**src/rtl/rx_uart_cfg_if.sv**
```systemverilog
// Bus-side signal bundle for rx_uart_cfg: serial line, runtime configuration, FIFO read port and status.
// The slave modport is the receiver's view; the master modport is the bus/line driver's view.
interface rx_uart_cfg_if #(
    parameter int DIV_WIDTH  = 16,
    parameter int FIFO_DEPTH = 16
);
    logic                          rx_in;
    logic [DIV_WIDTH-1:0]          cfg_divisor;
    logic [1:0]                    cfg_data_bits;
    logic                          cfg_stop2;
    logic                          cfg_parity_en;
    logic                          cfg_parity_odd;
    logic                          data_rd;
    logic                          err_clr;
    logic [31:0]                   data;
    logic                          rx_valid;
    logic [$clog2(FIFO_DEPTH):0]   fifo_level;
    logic                          framing_err;
    logic                          parity_err;
    logic                          overrun_err;
    logic                          break_det;
    logic [2:0]                    dbg_state;

    modport slave (
        input  rx_in, cfg_divisor, cfg_data_bits, cfg_stop2, cfg_parity_en, cfg_parity_odd,
        input  data_rd, err_clr,
        output data, rx_valid, fifo_level, framing_err, parity_err, overrun_err, break_det, dbg_state
    );

    modport master (
        output rx_in, cfg_divisor, cfg_data_bits, cfg_stop2, cfg_parity_en, cfg_parity_odd,
        output data_rd, err_clr,
        input  data, rx_valid, fifo_level, framing_err, parity_err, overrun_err, break_det, dbg_state
    );
endinterface

```
**src/rtl/rx_uart_cfg.sv**
```systemverilog
// Runtime-configurable UART receiver: oversampled majority-vote sampling, 5-8 data bits, 1/2 stop bits,
// break detect, sticky errors and an RX FIFO. Parity support is built only when RX_UART_CFG_PARITY_EN is defined.
module rx_uart_cfg #(
    parameter int OVERSAMPLE = 16,
    parameter int DIV_WIDTH  = 16,
    parameter int FIFO_DEPTH = 16
) (
    input  logic         clk,
    input  logic         reset,
    rx_uart_cfg_if.slave bus
);
    localparam int OSW = $clog2(OVERSAMPLE);
    localparam int PW  = $clog2(FIFO_DEPTH);
    localparam int LW  = PW + 1;

    localparam logic [OSW-1:0]       SAMP0   = OSW'(OVERSAMPLE/2 - 1);
    localparam logic [OSW-1:0]       SAMP1   = OSW'(OVERSAMPLE/2);
    localparam logic [OSW-1:0]       SAMP2   = OSW'(OVERSAMPLE/2 + 1);
    localparam logic [OSW-1:0]       OS_LAST = OSW'(OVERSAMPLE - 1);
    localparam logic [OSW-1:0]       OS_ONE  = OSW'(1);
    localparam logic [DIV_WIDTH-1:0] DIV_ONE = DIV_WIDTH'(1);
    localparam logic [PW-1:0]        PTR_ONE = PW'(1);
    localparam logic [LW-1:0]        LVL_ONE = LW'(1);
    localparam logic [LW-1:0]        LVL_FULL = LW'(FIFO_DEPTH);

    typedef enum logic [2:0] {
        ST_IDLE, ST_START, ST_DATA, ST_PARITY, ST_STOP1, ST_STOP2, ST_COMMIT, ST_BRKWAIT
    } state_e;

    state_e               state_q, state_d;
    logic                 sync1_q, sync2_q, hist_q;
    logic [DIV_WIDTH-1:0] tcnt_q, tcnt_d, div_q, div_d;
    logic [OSW-1:0]       os_q, os_d;
    logic [1:0]           samp_q, samp_d;
    logic [1:0]           bits_q, bits_d;
    logic                 stop2_q, stop2_d;
    logic [2:0]           bit_q, bit_d;
    logic [7:0]           data_q, data_d;
    logic                 stop_bad_q, stop_bad_d;
    logic [PW-1:0]        wr_q, wr_d, rd_q, rd_d;
    logic [LW-1:0]        level_q, level_d;
    logic [7:0]           mem_q [FIFO_DEPTH];
    logic                 fe_q, fe_d, pe_q, pe_d, ov_q, ov_d, brk_q, brk_d;

    logic start_det, tick, decide, maj;
    logic par_cap, push_req, set_fe, set_pe, set_brk;
    logic parity_act, parity_bad, par_bit;
    logic pop, full, push_ok, set_ov;

    // A start is a falling edge of the synchronised line seen while idle.
    assign start_det = (state_q == ST_IDLE) && hist_q && !sync2_q;
    assign tick      = (tcnt_q == div_q);
    assign decide    = tick && (os_q == SAMP2);
    assign maj       = (samp_q[0] & samp_q[1]) | (samp_q[0] & sync2_q) | (samp_q[1] & sync2_q);

    always_comb begin
        tcnt_d  = tcnt_q;
        os_d    = os_q;
        samp_d  = samp_q;
        div_d   = div_q;
        bits_d  = bits_q;
        stop2_d = stop2_q;
        if (start_det) begin
            tcnt_d  = '0;
            os_d    = '0;
            div_d   = bus.cfg_divisor;
            bits_d  = bus.cfg_data_bits;
            stop2_d = bus.cfg_stop2;
        end else if (tick) begin
            tcnt_d = '0;
            os_d   = (os_q == OS_LAST) ? '0 : os_q + OS_ONE;
            if (os_q == SAMP0) samp_d[0] = sync2_q;
            if (os_q == SAMP1) samp_d[1] = sync2_q;
        end else begin
            tcnt_d = tcnt_q + DIV_ONE;
        end
    end

`ifdef RX_UART_CFG_PARITY_EN
    logic par_en_q, par_odd_q, par_bit_q;

    always_ff @(posedge clk or posedge reset) begin
        if (reset) begin
            par_en_q  <= 1'b0;
            par_odd_q <= 1'b0;
            par_bit_q <= 1'b0;
        end else if (start_det) begin
            par_en_q  <= bus.cfg_parity_en;
            par_odd_q <= bus.cfg_parity_odd;
            par_bit_q <= 1'b0;
        end else if (par_cap) begin
            par_bit_q <= maj;
        end
    end

    assign parity_act = par_en_q;
    assign par_bit    = par_bit_q;
    assign parity_bad = ((^data_q) ^ par_bit_q) != par_odd_q;
`else
    logic unused_parity;
    assign parity_act    = 1'b0;
    assign par_bit       = 1'b0;
    assign parity_bad    = 1'b0;
    assign unused_parity = &{1'b0, bus.cfg_parity_en, bus.cfg_parity_odd, par_cap};
`endif

    // Each bit state decides at its third sample; the free-running tick index keeps bit alignment.
    always_comb begin
        state_d    = state_q;
        bit_d      = bit_q;
        data_d     = data_q;
        stop_bad_d = stop_bad_q;
        par_cap    = 1'b0;
        push_req   = 1'b0;
        set_fe     = 1'b0;
        set_pe     = 1'b0;
        set_brk    = 1'b0;
        case (state_q)
            ST_IDLE: begin
                if (start_det) begin
                    state_d    = ST_START;
                    bit_d      = '0;
                    data_d     = '0;
                    stop_bad_d = 1'b0;
                end
            end
            ST_START: begin
                if (decide) state_d = maj ? ST_IDLE : ST_DATA;
            end
            ST_DATA: begin
                if (decide) begin
                    data_d[bit_q] = maj;
                    if (bit_q == ({1'b0, bits_q} + 3'd4)) begin
                        state_d = parity_act ? ST_PARITY : ST_STOP1;
                    end else begin
                        bit_d = bit_q + 3'd1;
                    end
                end
            end
            ST_PARITY: begin
                if (decide) begin
                    par_cap = 1'b1;
                    state_d = ST_STOP1;
                end
            end
            ST_STOP1: begin
                if (decide) begin
                    stop_bad_d = stop_bad_q | !maj;
                    state_d    = stop2_q ? ST_STOP2 : ST_COMMIT;
                end
            end
            ST_STOP2: begin
                if (decide) begin
                    stop_bad_d = stop_bad_q | !maj;
                    state_d    = ST_COMMIT;
                end
            end
            ST_COMMIT: begin
                if (stop_bad_q && (data_q == 8'd0) && !par_bit) begin
                    set_brk = 1'b1;
                    state_d = ST_BRKWAIT;
                end else if (stop_bad_q) begin
                    set_fe  = 1'b1;
                    state_d = ST_IDLE;
                end else begin
                    push_req = 1'b1;
                    set_pe   = parity_act && parity_bad;
                    state_d  = ST_IDLE;
                end
            end
            ST_BRKWAIT: begin
                if (sync2_q) state_d = ST_IDLE;
            end
            default: state_d = ST_IDLE;
        endcase
    end

    // A full FIFO still accepts a push when the head is popped in the same clock.
    assign pop     = bus.data_rd && (level_q != '0);
    assign full    = (level_q == LVL_FULL);
    assign push_ok = push_req && (!full || pop);
    assign set_ov  = push_req && full && !pop;

    always_comb begin
        wr_d    = push_ok ? wr_q + PTR_ONE : wr_q;
        rd_d    = pop ? rd_q + PTR_ONE : rd_q;
        level_d = level_q;
        if (push_ok && !pop)      level_d = level_q + LVL_ONE;
        else if (pop && !push_ok) level_d = level_q - LVL_ONE;
        fe_d  = set_fe  | (fe_q  & !bus.err_clr);
        pe_d  = set_pe  | (pe_q  & !bus.err_clr);
        ov_d  = set_ov  | (ov_q  & !bus.err_clr);
        brk_d = set_brk | (brk_q & !bus.err_clr);
    end

    always_ff @(posedge clk or posedge reset) begin
        if (reset) begin
            sync1_q    <= 1'b1;
            sync2_q    <= 1'b1;
            hist_q     <= 1'b1;
            tcnt_q     <= '0;
            os_q       <= '0;
            samp_q     <= '0;
            div_q      <= '0;
            bits_q     <= '0;
            stop2_q    <= 1'b0;
            state_q    <= ST_IDLE;
            bit_q      <= '0;
            data_q     <= '0;
            stop_bad_q <= 1'b0;
            wr_q       <= '0;
            rd_q       <= '0;
            level_q    <= '0;
            fe_q       <= 1'b0;
            pe_q       <= 1'b0;
            ov_q       <= 1'b0;
            brk_q      <= 1'b0;
        end else begin
            sync1_q    <= bus.rx_in;
            sync2_q    <= sync1_q;
            hist_q     <= sync2_q;
            tcnt_q     <= tcnt_d;
            os_q       <= os_d;
            samp_q     <= samp_d;
            div_q      <= div_d;
            bits_q     <= bits_d;
            stop2_q    <= stop2_d;
            state_q    <= state_d;
            bit_q      <= bit_d;
            data_q     <= data_d;
            stop_bad_q <= stop_bad_d;
            wr_q       <= wr_d;
            rd_q       <= rd_d;
            level_q    <= level_d;
            fe_q       <= fe_d;
            pe_q       <= pe_d;
            ov_q       <= ov_d;
            brk_q      <= brk_d;
        end
    end

    always_ff @(posedge clk) begin
        if (push_ok) mem_q[wr_q] <= data_q;
    end

    assign bus.data        = (level_q == '0) ? 32'hFFFF_FFFF : {24'd0, mem_q[rd_q]};
    assign bus.rx_valid    = (level_q != '0);
    assign bus.fifo_level  = level_q;
    assign bus.framing_err = fe_q;
    assign bus.parity_err  = pe_q;
    assign bus.overrun_err = ov_q;
    assign bus.break_det   = brk_q;
    assign bus.dbg_state   = state_q;
endmodule

```
**src/flat_wrapper.sv**
```systemverilog
// flat-port wrapper written by rule: the top's interface ports become plain ports
module rx_uart_cfg_flat 
#(
    parameter int OVERSAMPLE = 16,
    parameter int DIV_WIDTH  = 16,
    parameter int FIFO_DEPTH = 16
)
  (clk, reset, bus_rx_in, bus_cfg_divisor, bus_cfg_data_bits, bus_cfg_stop2, bus_cfg_parity_en, bus_cfg_parity_odd, bus_data_rd, bus_err_clr, bus_data, bus_rx_valid, bus_fifo_level, bus_framing_err, bus_parity_err, bus_overrun_err, bus_break_det, bus_dbg_state);
  rx_uart_cfg_if #(.DIV_WIDTH(DIV_WIDTH), .FIFO_DEPTH(FIFO_DEPTH)) bus_i ();
  input  logic clk;
  input  logic reset;
  input wire logic [$bits(bus_i.rx_in)-1:0] bus_rx_in;
  input wire logic [$bits(bus_i.cfg_divisor)-1:0] bus_cfg_divisor;
  input wire logic [$bits(bus_i.cfg_data_bits)-1:0] bus_cfg_data_bits;
  input wire logic [$bits(bus_i.cfg_stop2)-1:0] bus_cfg_stop2;
  input wire logic [$bits(bus_i.cfg_parity_en)-1:0] bus_cfg_parity_en;
  input wire logic [$bits(bus_i.cfg_parity_odd)-1:0] bus_cfg_parity_odd;
  input wire logic [$bits(bus_i.data_rd)-1:0] bus_data_rd;
  input wire logic [$bits(bus_i.err_clr)-1:0] bus_err_clr;
  output wire logic [$bits(bus_i.data)-1:0] bus_data;
  output wire logic [$bits(bus_i.rx_valid)-1:0] bus_rx_valid;
  output wire logic [$bits(bus_i.fifo_level)-1:0] bus_fifo_level;
  output wire logic [$bits(bus_i.framing_err)-1:0] bus_framing_err;
  output wire logic [$bits(bus_i.parity_err)-1:0] bus_parity_err;
  output wire logic [$bits(bus_i.overrun_err)-1:0] bus_overrun_err;
  output wire logic [$bits(bus_i.break_det)-1:0] bus_break_det;
  output wire logic [$bits(bus_i.dbg_state)-1:0] bus_dbg_state;
  assign bus_i.rx_in = bus_rx_in;
  assign bus_i.cfg_divisor = bus_cfg_divisor;
  assign bus_i.cfg_data_bits = bus_cfg_data_bits;
  assign bus_i.cfg_stop2 = bus_cfg_stop2;
  assign bus_i.cfg_parity_en = bus_cfg_parity_en;
  assign bus_i.cfg_parity_odd = bus_cfg_parity_odd;
  assign bus_i.data_rd = bus_data_rd;
  assign bus_i.err_clr = bus_err_clr;
  assign bus_data = bus_i.data;
  assign bus_rx_valid = bus_i.rx_valid;
  assign bus_fifo_level = bus_i.fifo_level;
  assign bus_framing_err = bus_i.framing_err;
  assign bus_parity_err = bus_i.parity_err;
  assign bus_overrun_err = bus_i.overrun_err;
  assign bus_break_det = bus_i.break_det;
  assign bus_dbg_state = bus_i.dbg_state;
  rx_uart_cfg #(.OVERSAMPLE(OVERSAMPLE), .DIV_WIDTH(DIV_WIDTH), .FIFO_DEPTH(FIFO_DEPTH)) u_core (.clk(clk), .reset(reset), .bus(bus_i));
endmodule
```
**config.mk**
```make
export PLATFORM = sky130hd
export DESIGN_NAME = rx_uart_cfg_flat
export DESIGN_NICKNAME = d
export VERILOG_FILES = /design/src/rtl/rx_uart_cfg_if.sv /design/src/rtl/rx_uart_cfg.sv /design/src/flat_wrapper.sv
export SDC_FILE = /design/constraint.sdc
export NUM_CORES = 1
export LEC_CHECK = 0
export CORE_ASPECT_RATIO = 0.9
export CORE_UTILIZATION = 53
export CTS_CLUSTER_SIZE = 30
export DETAILED_ROUTE_END_ITERATION = 8
export HOLD_SLACK_MARGIN = 0.03
export MAX_ROUTING_LAYER = met4
export PLACE_DENSITY = 0.76
export REMOVE_ABC_BUFFERS = 1
export SYNTH_ARGS = -nofsm -noshare
export SYNTH_HDL_FRONTEND = slang
export SYNTH_SLANG_ARGS = --single-unit
```
**constraint.sdc**
```tcl
create_clock -name clk -period 2.7 [get_ports clk]
set_clock_uncertainty 0.05 [all_clocks]
set_input_delay 0.675 -clock clk [delete_from_list [all_inputs] [get_ports clk]]
set_output_delay 0.675 -clock clk [all_outputs]
set_load 0.02 [all_outputs]
```
==> qor.yml <==
status:
  run_status: "finished, violations left"
  violations: "negative setup slack"
routing:
  first_iter_violations: 484
  drc: 0
  vias: 5672
  postRouteAntennaNets: 0
  drt_wl_total_um: 19100
  first_pass_iters: 5
  wl_per_cell_um: 19.4
  via_per_inst: 5.78
timing:
  slew_headroom_pct: 53.0
  setup_ws_ps: -587
  worst_pin_slew_ps: 699
  setup_violations: 8
  slew_violations: 0
  rsz0062_at_grt: "true"
  final.min_clock_period_ps: 3290
  period_share_pct: 122
  timing_hold_violations_final: 0
  max_freq_ghz: 0.304
worst_setup_path:
  path_max_fanout: 8
  critPathLaunchType: "flop"
  critPathRequiredTime_ps: 1980
  critPathCaptureType: "output port"
  cp.arrival_ps: 2560
  ff2ff_setup_slack_ps: 60
  criticalPathCategory: "flop to output port"
grt:
  antenna_found_initial: 0
  grtUsageTotal_pct: 23.1
  grt_pass1_vias: 5786
  grt_max_degree: 33
  grt_overflow: 0
  grt_first_pass_wirelength_um: 30900
clock_tree:
  root_buffer: "clkbuf_16"
  cts_buffers: 22
  clk_pin_slew_ps: 60
  clockBufferDepth: 3
  h-tree-depth: 1
  cts_tree: "yes"
  cts_sinks: 204
  cts-hold-fix-buffers: 0
  insertion_delay_ps: 500
layout:
  final-seq-area_mm2: 0.00575
  n_antenna_cell: 0
  nFillCells: 1106
  finalNetCount: 797
  finish.utilization_pct: 66.9
  area_delta_synth_final_pct: 23.4
  multi_input_area_mm2: 0.00307
  layout-drive-gt1-share_pct: 23.6
  final_cells: 982
min_path:
  hold_class: "flop to flop"
die:
  io_pins: 71
  fp-row-count: 45
  die-width_um: 141
  core_mm2: 0.0169
  initial_core_util_pct: 54.2
  dieArea_mm2: 0.0178
  die_h_um: 127
flow_run:
  drv_cap: 0
synth:
  syn_inst: 664
  syn_avg_cell_area_um2: 13.8
  synthArstFlopShare_pct: 37.3
  netlist_area_mm2: 0.00916
  synth-seq-cells: 204
  ys_types: 55
  ys.flop_type: "edfxtp_1"
  yosysWarnings: 0
  yosysSeqAreaShare_pct: 62.8
  synth_edf_count: 128
placement:
  port_buffers: 68
  numPlacedInstances: 934
  post-dp-hpwl_um: 12400
  gp_congestion: 0.881
  place_ws_ps: -419
power_and_ir_drop:
  cellPowerDensity_mw_per_mm2: 954
  power.leakage_nw: 4.44
  irDropWorstVdd_v: 0.000590
  report.power.total_w: 0.0108
## cell families (layout without fill, tap and decap cells)
| logic type | after synthesis | count (layout) | synth area share, % |
|---|---|---|---|
| adder cells (fa/ha/maj) | 16 | 16 | 2.24 |
| AO/OA/AOI/OAI | 54 | 54 | 3.52 |
| AND/OR/NAND/NOR | 229 | 229 | 12.7 |
| XOR/XNOR | 43 | 43 | 4.11 |
| buffers and inverters | 74 | 181 | 4.30 |
| multiplexers | 44 | 44 | 10.3 |
| flip-flops | 204 | 204 | 62.8 |
## where the power goes
group	internal, W	leakage (nW)	total (W)	switching [W]
Combinational	0.00196	1.82	0.00381	0.00185
Clock	0.00177	0.351	0.00294	0.00117
Sequential	0.00368	2.27	0.00403	0.000351
Total	0.00741	4.44	0.0108	0.00338
## registers in the layout, summed over array words and instances, names as in the netlist, 2 cells and up
register,count
u_core.mem_q,128
u_core.div_q,16
u_core.wr_q,4
u_core.rd_q,4
u_core.samp_q,2
u_core.tcnt_q,16
u_core.bus.fifo_level,5
u_core.data_q,8
u_core.bits_q,2
u_core.bus.dbg_state,3
u_core.bit_q,3
u_core.os_q,4
## synth_stat cells (2+ instances only)
library cell  instances  area, um2
dfstp_2               3       78.8
and3_1                6       37.5
xnor2_1              20        175
nand3_1              16       80.1
buf_4                24        180
clkbuf_1             22       82.6
nand2b_1              3       18.8
nor2_1               27        101
ha_1                 14        175
o31ai_1               3       22.5
o211a_1               2       20.0
a21oi_1              16       80.1
inv_1                17       63.8
nand3b_1              2       15.0
mux4_2               40        901
buf_6                 3       33.8
nor2b_1               5       31.3
nor4_1               13       81.3
a31oi_1               2       12.5
mux2_1                3       33.8
o21ai_1               8       40.0
xor2_1               23        201
a21o_1                4       30.0
nand2_1              92        345
nand4_1              14       87.6
and2_1               19        119
buf_1                 2       7.51
inv_2                 3       11.3
edfxtp_1            128       3840
buf_2                 3       15.0
or4_1                 2       15.0
or2_1                 8       50.1
nor4_2                4       50.1
dfrtp_1              73       1830
nor3_1                6       30.0
o21ai_0              12       60.1
nor3b_1               4       30.0
## layout by cell type (no fill, tap or decap), types with 4 or more instances in the layout
cell type / count
o21ai_0: 11
or2_1: 8
clkdlybuf4s15_2: 23
o21ai_1: 9
nor4_1: 12
nor4_2: 4
a21o_1: 4
nor3_1: 6
buf_6: 9
xnor2_1: 20
and3_1: 6
buf_12: 22
clkbuf_1: 4
inv_1: 15
clkdlybuf4s50_1: 35
buf_4: 28
ha_1: 12
a21oi_1: 14
nor2b_1: 4
nor3b_1: 4
clkbuf_16: 22
nand3_1: 16
dfrtp_1: 71
edfxtp_1: 128
nand4_1: 14
nor2_1: 27
xor2_1: 23
nand2_1: 91
clkinv_1: 4
mux4_2: 40
and2_1: 18
## layout make-up
cell class | count | share of cell area [%]
Timing Repair Buffer | 122 | 12.6
Inverter | 20 | 0.708
Multi-Input combinational cell | 386 | 27.2
Clock buffer | 29 | 5.37
Tap cell | 211 | 2.34
Clock inverter | 10 | 0.941
Sequential cell | 204 | 50.9
## worst paths after layout
check,from,endpoint,cells past startpoint
min in group asynchronous,reset,u_core.rd_q[2],2
hold reg to reg,u_core.sync1_q,u_core.sync2_q,0
setup / recovery,u_core.rd_q[0],bus_data[3],6
max in group asynchronous,reset,u_core.sync2_q,3
hold / removal,u_core.sync1_q,u_core.sync2_q,0
setup reg to reg,u_core.bus.fifo_level[3],u_core.bus.fifo_level[4],13
## repair_timing
item	in CTS	in global routing
gates cloned	2	0
setup buffers	5	3
gates resized for setup	132	12
pin swaps	2	10
endpoints found under the setup margin	35	34
## critical path, cell delays in order, from the launching register on
cell     delay, ps
dfrtp_2        370
buf_12         140
buf_16         140
mux4_2         550
mux4_2         490
or2_1          230
buf_6          130
## per-layer routing
metal  routed length, um  part of all wire [%]  GRT usage, %
met5                   0                     0             -
met4                 422                   2.2          6.52
met1                8010                    42          29.5
met2                9840                    52          39.2
met3                 782                   4.1          2.94
## through the flow
step	area [um2]	setup TNS, ps	hold WS [ps]
2_1_floorplan	8840	-66340	295
3_3_place_gp	10400	-3650	296
3_5_place_dp	10400	-4600	298
4_1_cts	11300	-4620	306
5_1_grt	11300	-6150	313
6_report	11300	-4470	306
No activity file was read; power rests on OpenSTA's default activity.
